--- src/rtl/dmem_copy_engine.sv ---
// Word-wide memory copy/fill engine driving a single-port memory with combinational read.
// Requests are bounds-checked before any access; copies proceed one word at a time, read before write.
module dmem_copy_engine #(
    parameter int DEPTH = 32,
    parameter int AW    = 64
) (
    input  logic          clk,
    input  logic          rst,
    input  logic          start,
    input  logic          mode,
    input  logic [AW-1:0] src_addr,
    input  logic [AW-1:0] dst_addr,
    input  logic [5:0]    length,
    input  logic [AW-1:0] fill_value,
    output logic          busy,
    output logic          done,
    output logic          err,
    output logic [AW-1:0] mem_address,
    output logic [AW-1:0] mem_write_data,
    output logic          mem_write,
    output logic          mem_read,
    input  logic [AW-1:0] mem_read_data
);

    typedef enum logic [2:0] {
        S_IDLE,
        S_CHECK,
        S_READ,
        S_WRITE,
        S_FIN
    } state_t;

    localparam logic [AW:0] DEPTH_X = (AW+1)'(DEPTH);

    state_t        state_q, state_d;
    logic [5:0]    cnt_q, cnt_d;
    logic [AW-1:0] hold_q, hold_d;

    logic          mode_q, mode_d;
    logic [AW-1:0] src_q, src_d;
    logic [AW-1:0] dst_q, dst_d;
    logic [5:0]    len_q, len_d;
    logic [AW-1:0] fill_q, fill_d;

    logic [AW:0]   len_x;
    logic [AW:0]   src_end;
    logic [AW:0]   dst_end;
    logic [AW-1:0] cnt_x;
    logic          req_bad;
    logic          last_word;

    // End addresses carry one extra bit so a huge base address cannot wrap into range.
    assign len_x     = {{(AW-5){1'b0}}, len_q};
    assign src_end   = {1'b0, src_q} + len_x;
    assign dst_end   = {1'b0, dst_q} + len_x;
    assign cnt_x     = {{(AW-6){1'b0}}, cnt_q};
    assign req_bad   = (len_x > DEPTH_X) || (dst_end > DEPTH_X) ||
                       (!mode_q && (src_end > DEPTH_X));
    assign last_word = ({1'b0, cnt_q} + 7'd1) == {1'b0, len_q};

    always_ff @(posedge clk) begin
        if (rst) begin
            state_q <= S_IDLE;
            cnt_q   <= '0;
            hold_q  <= '0;
        end else begin
            state_q <= state_d;
            cnt_q   <= cnt_d;
            hold_q  <= hold_d;
        end
    end

    always_ff @(posedge clk) begin
        mode_q <= mode_d;
        src_q  <= src_d;
        dst_q  <= dst_d;
        len_q  <= len_d;
        fill_q <= fill_d;
    end

    always_comb begin
        state_d        = state_q;
        cnt_d          = cnt_q;
        hold_d         = hold_q;
        mode_d         = mode_q;
        src_d          = src_q;
        dst_d          = dst_q;
        len_d          = len_q;
        fill_d         = fill_q;
        busy           = 1'b1;
        done           = 1'b0;
        err            = 1'b0;
        mem_read       = 1'b0;
        mem_write      = 1'b0;
        mem_address    = '0;
        mem_write_data = '0;

        case (state_q)
            S_IDLE: begin
                busy = 1'b0;
                if (start) begin
                    mode_d  = mode;
                    src_d   = src_addr;
                    dst_d   = dst_addr;
                    len_d   = length;
                    fill_d  = fill_value;
                    cnt_d   = '0;
                    state_d = S_CHECK;
                end
            end

            // A zero-length request completes even if its addresses are out of range.
            S_CHECK: begin
                if (len_q == 6'd0) begin
                    state_d = S_FIN;
                end else if (req_bad) begin
                    err     = 1'b1;
                    state_d = S_IDLE;
                end else begin
                    state_d = mode_q ? S_WRITE : S_READ;
                end
            end

            S_READ: begin
                mem_read    = 1'b1;
                mem_address = src_q + cnt_x;
                hold_d      = mem_read_data;
                state_d     = S_WRITE;
            end

            S_WRITE: begin
                mem_write      = 1'b1;
                mem_address    = dst_q + cnt_x;
                mem_write_data = mode_q ? fill_q : hold_q;
                cnt_d          = cnt_q + 6'd1;
                if (last_word) begin
                    state_d = S_FIN;
                end else begin
                    state_d = mode_q ? S_WRITE : S_READ;
                end
            end

            S_FIN: begin
                done    = 1'b1;
                state_d = S_IDLE;
            end

            default: begin
                busy    = 1'b0;
                state_d = S_IDLE;
            end
        endcase
    end

endmodule

--- config.mk ---
export PLATFORM = sky130hd
export DESIGN_NAME = dmem_copy_engine
export DESIGN_NICKNAME = d
export VERILOG_FILES = /design/src/rtl/dmem_copy_engine.sv
export SDC_FILE = /design/constraint.sdc
export NUM_CORES = 1
export LEC_CHECK = 0
export CAP_MARGIN = 20
export CORE_ASPECT_RATIO = 1.25
export CORE_MARGIN = 2
export CORE_UTILIZATION = 25
export CTS_BUF_LIST = sky130_fd_sc_hd__clkbuf_16
export DETAILED_ROUTE_END_ITERATION = 10
export PLACE_DENSITY = 0.58
export RECOVER_POWER = 50
export SETUP_SLACK_MARGIN = 0.02
export SYNTH_ARGS = -nofsm -noshare
export SYNTH_HDL_FRONTEND = slang
export SYNTH_SLANG_ARGS = --single-unit
--- constraint.sdc ---
create_clock -name clk -period 39.8 [get_ports clk]
set_clock_uncertainty 0.05 [all_clocks]
set_input_delay 9.95 -clock clk [delete_from_list [all_inputs] [get_ports clk]]
set_output_delay 9.95 -clock clk [all_outputs]
set_load 0.03 [all_outputs]
; After elaboration in Yosys (flattened, before gate mapping)
; Cells that the tools add are included.
[word_totals]
regBits = 272
in_bits = 266
out_inout_bits = 133
elab_cells = 51
[op_classes]
add_sub_neg = 6
n_lt_le_gt_ge = 3
n_eq_ne = 6
muxes = 18
reduce_logical = 10
[op_table]
columns = cell, n
row1 = adder 64 x 6 -> 65 bit, 2
row2 = > comparator 65 x 6 -> 1 bit (second input constant), 2
row3 = adder 64 x 6 -> 64 bit, 2
row4 = two-way mux 64 bit, 2
row5 = one-hot mux 64 bit (2 select lines), 1
row6 = one-hot mux 3 bit (4 select lines), 1
row7 = one-hot mux 6 bit (2 select lines), 1
row8 = two-way mux 3 bit, 3
row9 = two-way mux 1 bit, 8
row10 = adder 6 x 1 -> 7 bit (second input constant), 1
row11 = == test 7 x 6 -> 1 bit, 1
row12 = adder 6 x 1 -> 6 bit (second input constant), 1
row13 = == test 3 x 2 -> 1 bit (second input constant), 2
row14 = > comparator 6 bit (second input constant), 1
row15 = zero test 6 bit, 1
row16 = two-way mux 6 bit, 1
row17 = AND reduction 2 bit, 2
row18 = OR reduction 4 bit, 1
row19 = == test 3 x 1 -> 1 bit (second input constant), 1
row20 = == test 3 bit (second input constant), 1
row21 = zero test 3 bit, 1
row22 = logical OR 1 bit, 2
row23 = two-way mux 2 bit, 1
row24 = != test 2 bit (second input constant), 1
row25 = other kinds (3), 3

; Longest topological paths before layout
; Gate-level depths: netlist of run 1.
[logic_depth]
ltp_word = 7
depth_mapped = 25
depth_no_buf = 16

; Worst setup path after synthesis of run 1
; Ideal clock, no wire load.
[synth_path]
path_type = input port to flip-flop
from = input start
to = register cnt_q[2]
setup_time_ns = 0.145
t_arrival_ns = 32.575
required_ns = 39.605
path_slack_ns = 7.030
path_stages = 4
n_path_buf = 0
path_cell_list = nor4b_1 -> nor2_1 -> o21ai_0 -> a21oi_1
[synth_between]
elab_chain_len = 2
[synth_rtl]
columns = element, line_no
row1 = "start, declared", 9  ; input logic start,
row2 = != test 2 bit (no source line), n/a
row3 = AND reduction 2 bit (no source line), n/a
row4 = "end signal, assigned", 68  ; cnt_q <= cnt_d;
row5 = "end, declared", 36  ; logic [5:0] cnt_q, cnt_d;
; No other way between the ends.
; A chain may end at the register's enable or synchronous reset.

; Worst setup path in the final report of run 1
[layout_path]
from = register state_q[0]
to = output mem_address[40]
[layout_between]
elab_chain_len = 2
word_cells_on_any_way = 3
cone_classes = eq/ne (2) / mux (1)
[layout_rtl]
columns = element, line_no
row1 = "start, declared", 35  ; state_t state_q, state_d;
row2 = "start signal, assigned", 67  ; state_q <= state_d;
row3 = == test 3 x 2 -> 1 bit, 98  ; case (state_q)
row4 = one-hot mux 64 bit (2 select lines) *, 98
row5 = "end, declared", 18  ; output logic [AW-1:0] mem_address,
; Mark *: on every way between the ends. The rest lies on a longest branch, timed or not.

==> metrics.cfg, run 1 <==
[finish]
fin_area_um2 = 22200
regArea_um2 = 7440
multiInputGateArea_um2 = 8400
nets = 2394
final_core_util_pct = 33.9
drive_above_1_share_pct = 5.49
fin_cells = 2989
fillerInstances = 6703
layout-area-overhead-vs-synth_pct = 35.1

[placement]
dp.cells = 2928
gp_congestion = 1.02
portBuffers = 398
pre_cts_slack_ps = 24380
dpl_cell_area_um2 = 21100
dp_hpwl_mm = 54.1

[synthesis]
synth_cell_types = 91
yosys-top-cells-count = nand2_1, nor2_1, edfxtp_1
ys_seq_area_share_pct = 45.3
yosysWarnings = 0
synth_top_area_share_pct = 36.4
synth-edff-count = 199
synthesis.nets = 2053
syn_area_per_cell_um2 = 9.30
postSynthCellCount = 1765
synth_seq_cells = 272
synthFlopType = edfxtp_1
synth_area_leaders = edfxtp_1, dfxtp_1, mux2i_1
synth.most_common_cell = nand2_1
yosysTopAreaCell = edfxtp_1
ys_async_sr_fraction_pct = 0
syn_area_um2 = 16400

[die]
ioPinCount = 399
die_w_um = 233
die_h_um = 290
start_util_pct = 25.1
core-area_um2 = 65300
rows = 105
die-area_um2 = 67700

[timing]
fin_ws_ps = 23790
drv_slew = 157
fin_setup_tns_ps = 0
min_period_ps = 16010
period_share_pct = 40.2
hold_slack_ps = 401
hold_viol = 0
worst_pin_slew_ps = 3730
slew-limit-headroom_pct = -149
fmax_mhz = 62.4
rsz0062_at_grt = no
setup_violations = 0

[clocking]
clock-sinks = 272
clk_latency_ps = 600
cts_setup_buffers = 0
cts_hold_buf = 0
cts.root.buffer_cell = clkbuf_16
cts_resized = 0
ctsHtreeMaxLevel = 1
clk_pin_slew_ps = 60
clock_path_buffers = 3
cts_tree = built
cts_inserted_buffers = 31

[power]
p_leak_nw = 7.63
pwr_density_cell_nw_per_um2 = 32.6
ir_drop_uv = 27.4
p_total_mw = 0.723

[drt]
wl_per_cell_um = 23.3
ant_nets = 0
post-route-drc-count = 0
drt_iter0_markers = 1258
first_pass_iters = 5
routed_wl_mm = 69.8
num_vias = 15600
via_per_inst = 5.22

[critical_path]
cp_top_family = simple AND/OR/NAND/NOR gates
cp.arrival_ps = 6010
timing.rr.end = fill_q[10]$_DFFE_PP_
cpMostUsedCell = nand2_1
critPathKind = reg2out
slowest_stage = or4_1
worstPathRequired_ps = 29800
crit_path_end_kind = output port
crit_path_cell_trace = nand3b_4 > inv_2 > buf_4 > nand2_1 > nand2_1 > ha_1 > inv_1 > fa_1 > nor2b_1 > o21ai_0 > a21oi_1 > o21a_1 > o2111ai_2 > or4_1 > nor3_2 > xor2_1 > nor2_1 > clkdlybuf4s50_1
crit_path_start_kind = register
r2r_start = state_q[0]$_SDFFE_PP0P_
r2r_slack_ps = 35250
r2r_cells = 3
cpPeakStageDelay_ps = 810
cp_num_buf_inv = 4
critPathMaxFanout = 61

[worst_hold_path]
hold_class = reg2reg
whs_endpoint = hold_q[40]$_SDFFE_PP0P_
hp-start = hold_q[40]$_SDFFE_PP0P_
hold_path_depth = 2

[global_route]
antenna_found_initial = 16
grt_max_degree = 73
globalRouteOverflowTotal = 0
grt_pass1_vias = 15700
grt_usage_pct = 20.0
grt_pass1_wl_mm = 102

[outcome]
violations = max-capacitance violations, max-slew violations
status = finished, violations left

[run]
cap_violations = 3

## state kept, by name, summed over array words and instances (netlist names)
name and flops:
state_q 3, len_q 6, src_q 64, hold_q 64
cnt_q 6, fill_q 64, dst_q 64, mode_q 1
## worst min-delay path: stages, from the launching register on
cell and delay [ps]:
dfxtp_1 310, nand2_1 50, a21oi_1 50
## final cells by class
class                   instances  share of cell area, %
clock buffers                  35                   3.95
flip-flops and latches        272                   33.6
repair buffers                417                   18.5
well taps                     856                   4.83
clock inverters                23                  0.717
inverters                      30                  0.508
diodes                          2                 0.0226
multi-input cells            1354                   37.9
## power breakdown
group	internal (mW)	switching, mW	total, mW
Sequential	0.322	0.0234	0.345
Clock	0.165	0.126	0.291
Combinational	0.0400	0.0468	0.0868
Total	0.527	0.196	0.723
## metal layers
| layer | global-route usage (%) | vias to the layer above | wire [um] |
|---|---|---|---|
| met2 | 34.5 | 770 | 34000 |
| met4 | 10.9 | 16 | 4210 |
| li1 | - | 7196 | - |
| met1 | 22.8 | 7432 | 26100 |
| met3 | 4.42 | 194 | 5260 |
| met5 | 0 | - | 104 |
## logic make-up after synthesis
logic type	Yosys count	synth area share, %
and+or+nand+nor	811	24.6
muxes	122	7.55
xor gates and xnor gates	101	5.39
buffers and inverters	139	3.55
adders and majority gates	22	1.81
AOI/OAI and AO/OA	298	11.8
DFF	272	45.3
## worst max-delay path by stage
stage / start / end / slack, ps / depth (start not counted)
finish: state_q[0]$_SDFFE_PP0P_ / mem_address[40] / 23790 / 18
global route: state_q[0]$_SDFFE_PP0P_ / mem_address[60] / 23400 / 18
CTS: state_q[0]$_SDFFE_PP0P_ / mem_address[40] / 23690 / 18
detailed placement: state_q[1]$_SDFFE_PP0P_ / mem_address[40] / 24380 / 18
global placement: state_q[0]$_SDFFE_PP0P_ / mem_address[40] / 24440 / 18
floorplan: start / cnt_q[2]$_SDFFE_PP0P_ / 7030 / 4
## cells in the final DEF, fill, tap and decap left out, types with 7 or more instances in the layout
cell type	count
nand2_1	226
nor2_1	218
dlygate4sd3_1	200
edfxtp_1	199
clkdlybuf4s50_1	197
mux2i_1	112
a21oi_1	111
nand3_1	87
dfxtp_1	73
xnor2_1	59
nor3_1	58
nand4_1	51
o21ai_0	48
xor2_1	42
clkbuf_16	35
inv_1	34
nor4_1	27
or3_1	20
ha_1	19
and3_1	16
a211oi_1	16
or4_1	15
buf_4	15
and2_1	14
and4_1	11
o2111ai_1	11
o31ai_1	9
a31oi_1	8
or2_2	8
mux2_2	8
a21o_1	8
o22ai_1	8
o211ai_1	7
(Power assumes the default switching activity.)
==> run 2, diff against run 1 <==
clock period = 14.9 ns   (was 39.8 ns; I/O delays follow)
==> run 2 against run 1 <==
The flow still finishes with violations (max-capacitance violations, max-slew violations). Global-route usage grew 0.051 points. Die area is the same. Design area rose by 0.21%. Register-to-register slack got worse by 25000 ps. Hold slack about the same. Final cell count up 0.10%. First-iteration DRC count down 0.87%. Via count fell by 0.81%. Sequential power grew to 2.7 times the previous value. Highest routed layer unchanged.
==> metrics.cfg, run 2 (same netlist as run 1, synthesis figures left out) <==
[critical_path]
cp_top_family = simple AND/OR/NAND/NOR gates  ; unchanged
crit_path_cell_trace = nand3b_4 > buf_4 > nand2_1 > nand2_1 > ha_1 > inv_1 > fa_1 > nor2b_1 > o21ai_0 > a21oi_1 > o21a_1 > o2111ai_2 > or4_1 > nor3_2 > xor2_1 > nor2_1 > clkdlybuf4s50_1  ; was nand3b_4 > inv_2 > buf_4 > nand2_1 > nand2_1 > ha_1 > inv_1 > fa_1 > nor2b_1 > o21ai_0 > a21oi_1 > o21a_1 > o2111ai_2 > or4_1 > nor3_2 > xor2_1 > nor2_1 > clkdlybuf4s50_1
timing.rr.end = state_q[1]$_SDFFE_PP0P_  ; was fill_q[10]$_DFFE_PP_
cpMostUsedCell = nand2_1  ; unchanged
critPathKind = reg2out  ; unchanged
worstPathRequired_ps = 11120  ; was 29800 ps
r2r_cells = 10  ; was 3
crit_path_start_kind = register  ; unchanged
cp.arrival_ps = 6260  ; was 6010 ps
slowest_stage = or4_1  ; unchanged
crit_path_end_kind = output port  ; unchanged
cp_num_buf_inv = 3  ; was 4
r2r_slack_ps = 10390  ; was 35250 ps
cpPeakStageDelay_ps = 780  ; was 810 ps
r2r_start = len_q[4]$_DFFE_PP_  ; was state_q[0]$_SDFFE_PP0P_
critPathMaxFanout = 74  ; was 61

[clocking]
clk_latency_ps = 540  ; was 600 ps
cts.root.buffer_cell = clkbuf_16  ; unchanged
cts_hold_buf = 0  ; unchanged
cts_tree = built  ; unchanged
clock_path_buffers = 3  ; unchanged
ctsHtreeMaxLevel = 2  ; was 1
cts_resized = 0  ; unchanged
cts_inserted_buffers = 34  ; was 31
clk_pin_slew_ps = 60  ; about the same
cts_setup_buffers = 0  ; unchanged
clock-sinks = 272  ; unchanged

[worst_hold_path]
hp-start = hold_q[49]$_SDFFE_PP0P_  ; was hold_q[40]$_SDFFE_PP0P_
hold_path_depth = 2  ; unchanged
hold_class = reg2reg  ; unchanged
whs_endpoint = hold_q[49]$_SDFFE_PP0P_  ; was hold_q[40]$_SDFFE_PP0P_

[die]
ioPinCount = 399  ; unchanged
die_w_um = 233  ; unchanged
die-area_um2 = 67700  ; unchanged
die_h_um = 290  ; unchanged
start_util_pct = 25.1  ; unchanged
rows = 105  ; unchanged
core-area_um2 = 65300  ; unchanged

[placement]
portBuffers = 398  ; unchanged
dp_hpwl_mm = 54.0  ; was 54.1 mm
gp_congestion = 0.965  ; was 1.02
dp.cells = 2927  ; was 2928
pre_cts_slack_ps = 5320  ; was 24380 ps

[power]
pwr_density_cell_nw_per_um2 = 87.6  ; was 32.6 nW/um^2
p_leak_nw = 7.64  ; was 7.63 nW
ir_drop_uv = 57.5  ; was 27.4 uV

[finish]
nets = 2397  ; was 2394
mostFrequentLayoutCell = nand2_1  ; unchanged
final_cell_mix = nand2_1, nor2_1, dlygate4sd3_1, edfxtp_1, clkdlybuf4s50_1  ; unchanged
layout-area-overhead-vs-synth_pct = 35.4  ; was 35.1%
fin_cells = 2992  ; was 2989
drive_above_1_share_pct = 5.53  ; was 5.49%
final_core_util_pct = 34.0  ; was 33.9%

[drt]
via_per_inst = 5.17  ; was 5.22
wl_per_cell_um = 23.3  ; about the same
ant_nets = 0  ; unchanged
first_pass_iters = 5  ; unchanged
routed_wl_mm = 69.8  ; about the same
post-route-drc-count = 0  ; unchanged
num_vias = 15500  ; was 15600
drt_iter0_markers = 1247  ; was 1258

[timing]
fin_ws_ps = 4860  ; was 23790 ps
min_period_ps = 10040
setup_violations = 0  ; unchanged
hold_viol = 0  ; unchanged
worst_pin_slew_ps = 3790  ; was 3730 ps
fmax_mhz = 99.6
fin_setup_tns_ps = 0  ; unchanged
drv_slew = 73  ; was 157
period_share_pct = 67.4
rsz0062_at_grt = no  ; unchanged
slew-limit-headroom_pct = -153  ; was -149%

[global_route]
globalRouteOverflowTotal = 0  ; unchanged
grt_pass1_vias = 15700  ; about the same
grtUsageMet3_pct = 4.73  ; was 4.42%
antenna_found_initial = 20  ; was 16
use_met1_pct = 21.8  ; was 22.8%
grt_usage_pct = 20.1  ; was 20.0%
grt_pass1_wl_mm = 101  ; was 102 mm
top_usage_layer = met2  ; unchanged
grt_max_degree = 144  ; was 73
use_met2_pct = 35.5  ; was 34.5%

[outcome]
violations = max-capacitance violations, max-slew violations  ; unchanged
status = finished, violations left  ; unchanged

[run]
cap_violations = 1  ; was 3

## run 2: power breakdown
group / internal [mW] / total, mW / switching (mW)
clock network: 0.449 / 0.792 / 0.343
logic: 0.108 / 0.233 / 0.126
registers: 0.859 / 0.921 / 0.0618
total: 1.42 / 1.95 / 0.531
## run 2: worst max-delay path by stage
stage	startpoint	to	cells past startpoint
after global placement	state_q[2]$_SDFFE_PP0P_	mem_address[40]	17
after floorplan	start	cnt_q[2]$_SDFFE_PP0P_	4
after global routing	state_q[2]$_SDFFE_PP0P_	mem_address[40]	17
after CTS	state_q[2]$_SDFFE_PP0P_	mem_address[40]	17
final	state_q[2]$_SDFFE_PP0P_	mem_address[40]	17
after detailed placement	state_q[2]$_SDFFE_PP0P_	mem_address[40]	17
## run 2: worst reg2reg max path, delay by kind of cell (launching register included)
family | cells | cell delay (ps)
simple gates | 2 | 410
flops | 1 | 510
compound gates | 7 | 3050
fa+ha+maj | 1 | 430
## run 2: layout make-up
| class | instances | area, um^2 |
|---|---|---|
| Multi-Input combinational cell | 1354 | 8400 |
| Inverter | 30 | 113 |
| Clock buffer | 35 | 876 |
| Timing Repair Buffer | 417 | 4130 |
| Sequential cell | 272 | 7440 |
| Tap cell | 856 | 1070 |
| Clock inverter | 26 | 188 |
| Antenna cell | 2 | 5.00 |
| Fill cell | 6655 | 43100 |
## run 2: per-layer routing
| metal | wire, um | up-vias | share of wire [%] |
|---|---|---|---|
| li1 | - | 7197 | - |
| met1 | 25700 | 7384 | 37 |
| met2 | 34600 | 691 | 50 |
| met3 | 4960 | 188 | 7.1 |
| met4 | 4320 | 22 | 6.2 |
| met5 | 137 | - | 0.20 |
## run 2: stage by stage
step	power (mW)	hold slack, ps	cell area (um^2)
floorplan	1.03	386	16400
global placement	1.18	392	21200
detailed placement	1.18	396	21200
CTS	1.99	403	22200
global route	2.03	424	22200
finish	1.95	401	22200
==> run 3, diff against run 2 <==
PLACE_DENSITY = 0.6   (was 0.58)
clock period = 8.9 ns   (was 14.9 ns; I/O delays follow)
==> run 3 against run 2 <==
The run still ends with max-capacitance violations, max-slew violations left. Via count unchanged. Setup slack got worse by 4000 ps. Final cell count increased by 0.13%. Die area unchanged. Sequential cell count stayed put. First-iteration DRC count grew 0.48%. Combinational power rose by 67%. Global-route usage down 0.065 points. Critical endpoint is now mem_address[36].
==> metrics.cfg, run 3 (same netlist as run 1, synthesis figures left out) <==
[die]
die-area_um2 = 67700  ; unchanged
die_h_um = 290  ; unchanged
ioPinCount = 399  ; unchanged
rows = 105  ; unchanged
core-area_um2 = 65300  ; unchanged
start_util_pct = 25.1  ; unchanged
die_w_um = 233  ; unchanged

[worst_hold_path]
hold_class = reg2reg  ; unchanged

[clocking]
cts_resized = 0  ; unchanged
cts_setup_buffers = 0  ; unchanged
ctsHtreeMaxLevel = 2  ; unchanged
cts.root.buffer_cell = clkbuf_16  ; unchanged
clk_latency_ps = 550  ; was 540 ps
cts_inserted_buffers = 34  ; unchanged
clock-sinks = 272  ; unchanged
cts_hold_buf = 0  ; unchanged
clock_path_buffers = 3  ; unchanged
clk_pin_slew_ps = 50  ; was 60 ps
cts_tree = built  ; unchanged

[timing]
setup_violations = 0  ; unchanged
hold_viol = 0  ; unchanged
period_share_pct = 90.3
worst_pin_slew_ps = 3730  ; was 3790 ps
fmax_mhz = 124
drv_slew = 122  ; was 73
rsz0062_at_grt = no  ; unchanged
min_period_ps = 8040
slew-limit-headroom_pct = -149  ; was -153%

[placement]
portBuffers = 398  ; unchanged
dp_hpwl_mm = 53.5  ; was 54.0 mm
dp.cells = 2932  ; was 2927
gp_congestion = 0.956  ; was 0.965

[outcome]
status = finished, violations left  ; unchanged
violations = max-capacitance violations, max-slew violations  ; unchanged

[power]
pwr_density_cell_nw_per_um2 = 146  ; was 87.6 nW/um^2
p_leak_nw = 7.68  ; was 7.64 nW
ir_drop_uv = 126  ; was 57.5 uV
p_total_mw = 3.24  ; was 1.95 mW

[critical_path]
crit_path_end_kind = output port  ; unchanged
worstPathRequired_ps = 6630  ; was 11120 ps
cp_top_family = simple AND/OR/NAND/NOR gates  ; unchanged
crit_path_start_kind = register  ; unchanged
cpPeakStageDelay_ps = 740  ; was 780 ps
critPathMaxFanout = 35  ; was 74
cpMostUsedCell = nand2_1  ; unchanged
cp.arrival_ps = 5760  ; was 6260 ps
cp_num_buf_inv = 3  ; unchanged
critPathKind = reg2out  ; unchanged
crit_path_cell_trace = nand3b_4 > inv_2 > nand2_1 > nand2_1 > ha_1 > inv_1 > fa_1 > nor2b_1 > o21ai_0 > a21oi_1 > o21a_1 > o2111ai_2 > or4_1 > nor3_4 > xnor2_1 > o22ai_1 > clkdlybuf4s50_1  ; was nand3b_4 > buf_4 > nand2_1 > nand2_1 > ha_1 > inv_1 > fa_1 > nor2b_1 > o21ai_0 > a21oi_1 > o21a_1 > o2111ai_2 > or4_1 > nor3_2 > xor2_1 > nor2_1 > clkdlybuf4s50_1
slowest_stage = clkdlybuf4s50_1  ; was or4_1

[finish]
mostFrequentLayoutCell = nand2_1  ; unchanged
fin_cells = 2996  ; was 2992
nets = 2400  ; was 2397
fillerInstances = 6662  ; was 6655
drive_above_1_share_pct = 5.47  ; was 5.53%
layout-area-overhead-vs-synth_pct = 35.4  ; about the same
final_cell_mix = nand2_1, nor2_1, dlygate4sd3_1, edfxtp_1, clkdlybuf4s50_1  ; unchanged

[global_route]
antenna_found_initial = 15  ; was 20
grt_usage_pct = 20.0  ; was 20.1%
globalRouteOverflowTotal = 0  ; unchanged
grt_max_degree = 153  ; was 144
grt_pass1_vias = 15900  ; was 15700
grt_pass1_wl_mm = 102  ; was 101 mm

[drt]
drt_iter0_markers = 1253  ; was 1247
via_per_inst = 5.17  ; about the same
wl_per_cell_um = 23.1  ; was 23.3 um
post-route-drc-count = 0  ; unchanged
routed_wl_mm = 69.2  ; was 69.8 mm
ant_nets = 0  ; unchanged
first_pass_iters = 6  ; was 5
num_vias = 15500  ; unchanged

[run]
cap_violations = 2  ; was 1

[run 3: worst paths after layout]
kind                                   to  cells after the start                    start  slack [ps]
hold reg to reg   hold_q[40]$_SDFFE_PP0P_                      2  hold_q[40]$_SDFFE_PP0P_         400
setup reg to reg  state_q[1]$_SDFFE_PP0P_                     12       len_q[0]$_DFFE_PP_        4440
setup / recovery          mem_address[36]                     17  state_q[1]$_SDFFE_PP0P_         860
hold / removal    hold_q[40]$_SDFFE_PP0P_                      2  hold_q[40]$_SDFFE_PP0P_         400
[run 3: final cells by class]
| class | count | area [um^2] | area share [%] |
|---|---|---|---|
| well taps | 856 | 1070 | 4.82 |
| repair buffers | 420 | 4150 | 18.7 |
| clock inverters | 27 | 189 | 0.850 |
| clock buffers | 34 | 851 | 3.83 |
| multi-input cells | 1354 | 8400 | 37.8 |
| flip-flops and latches | 272 | 7440 | 33.5 |
| diodes | 3 | 7.51 | 0.0338 |
| inverters | 30 | 113 | 0.507 |
[run 3: worst register-to-register path, stage by stage, from the launching register on]
cell	delay [ps]
edfxtp_1	470
ha_1	270
fa_1	420
a21o_1	210
a221oi_2	470
buf_4	340
nor4_4	100
nor4_1	550
o21ai_0	190
nor3_1	260
nand4_1	200
o31ai_1	640
a31o_1	230
[run 3: where the power goes]
part / leakage (nW) / internal, mW / switching, mW
combinational: 4.62 / 0.180 / 0.209
sequential: 2.50 / 1.44 / 0.102
clock: 0.560 / 0.756 / 0.559
total: 7.68 / 2.37 / 0.870
[run 3: routing by layer]
layer  wire, um  up-vias  GRT usage (%)
met4       3800       18           9.96
met3       5090      193           5.00
met1      25800     7372           22.1
met2      34400      695           35.2
li1           -     7204              -
met5        122        -              0
[run 3: through the flow]
stage | area (um^2) | setup TNS [ps] | hold slack [ps] | util (%) | setup slack (ps)
floorplan | 16400 | -43190 | 386 | - | -792
global route | 22200 | 0 | 417 | 34.0 | 502
global placement | 21200 | 0 | 391 | 32.5 | 1480
finish | 22200 | 0 | 401 | 34.0 | 863
CTS | 22200 | 0 | 403 | 34.0 | 793
detailed placement | 21200 | 0 | 396 | 32.5 | 1420
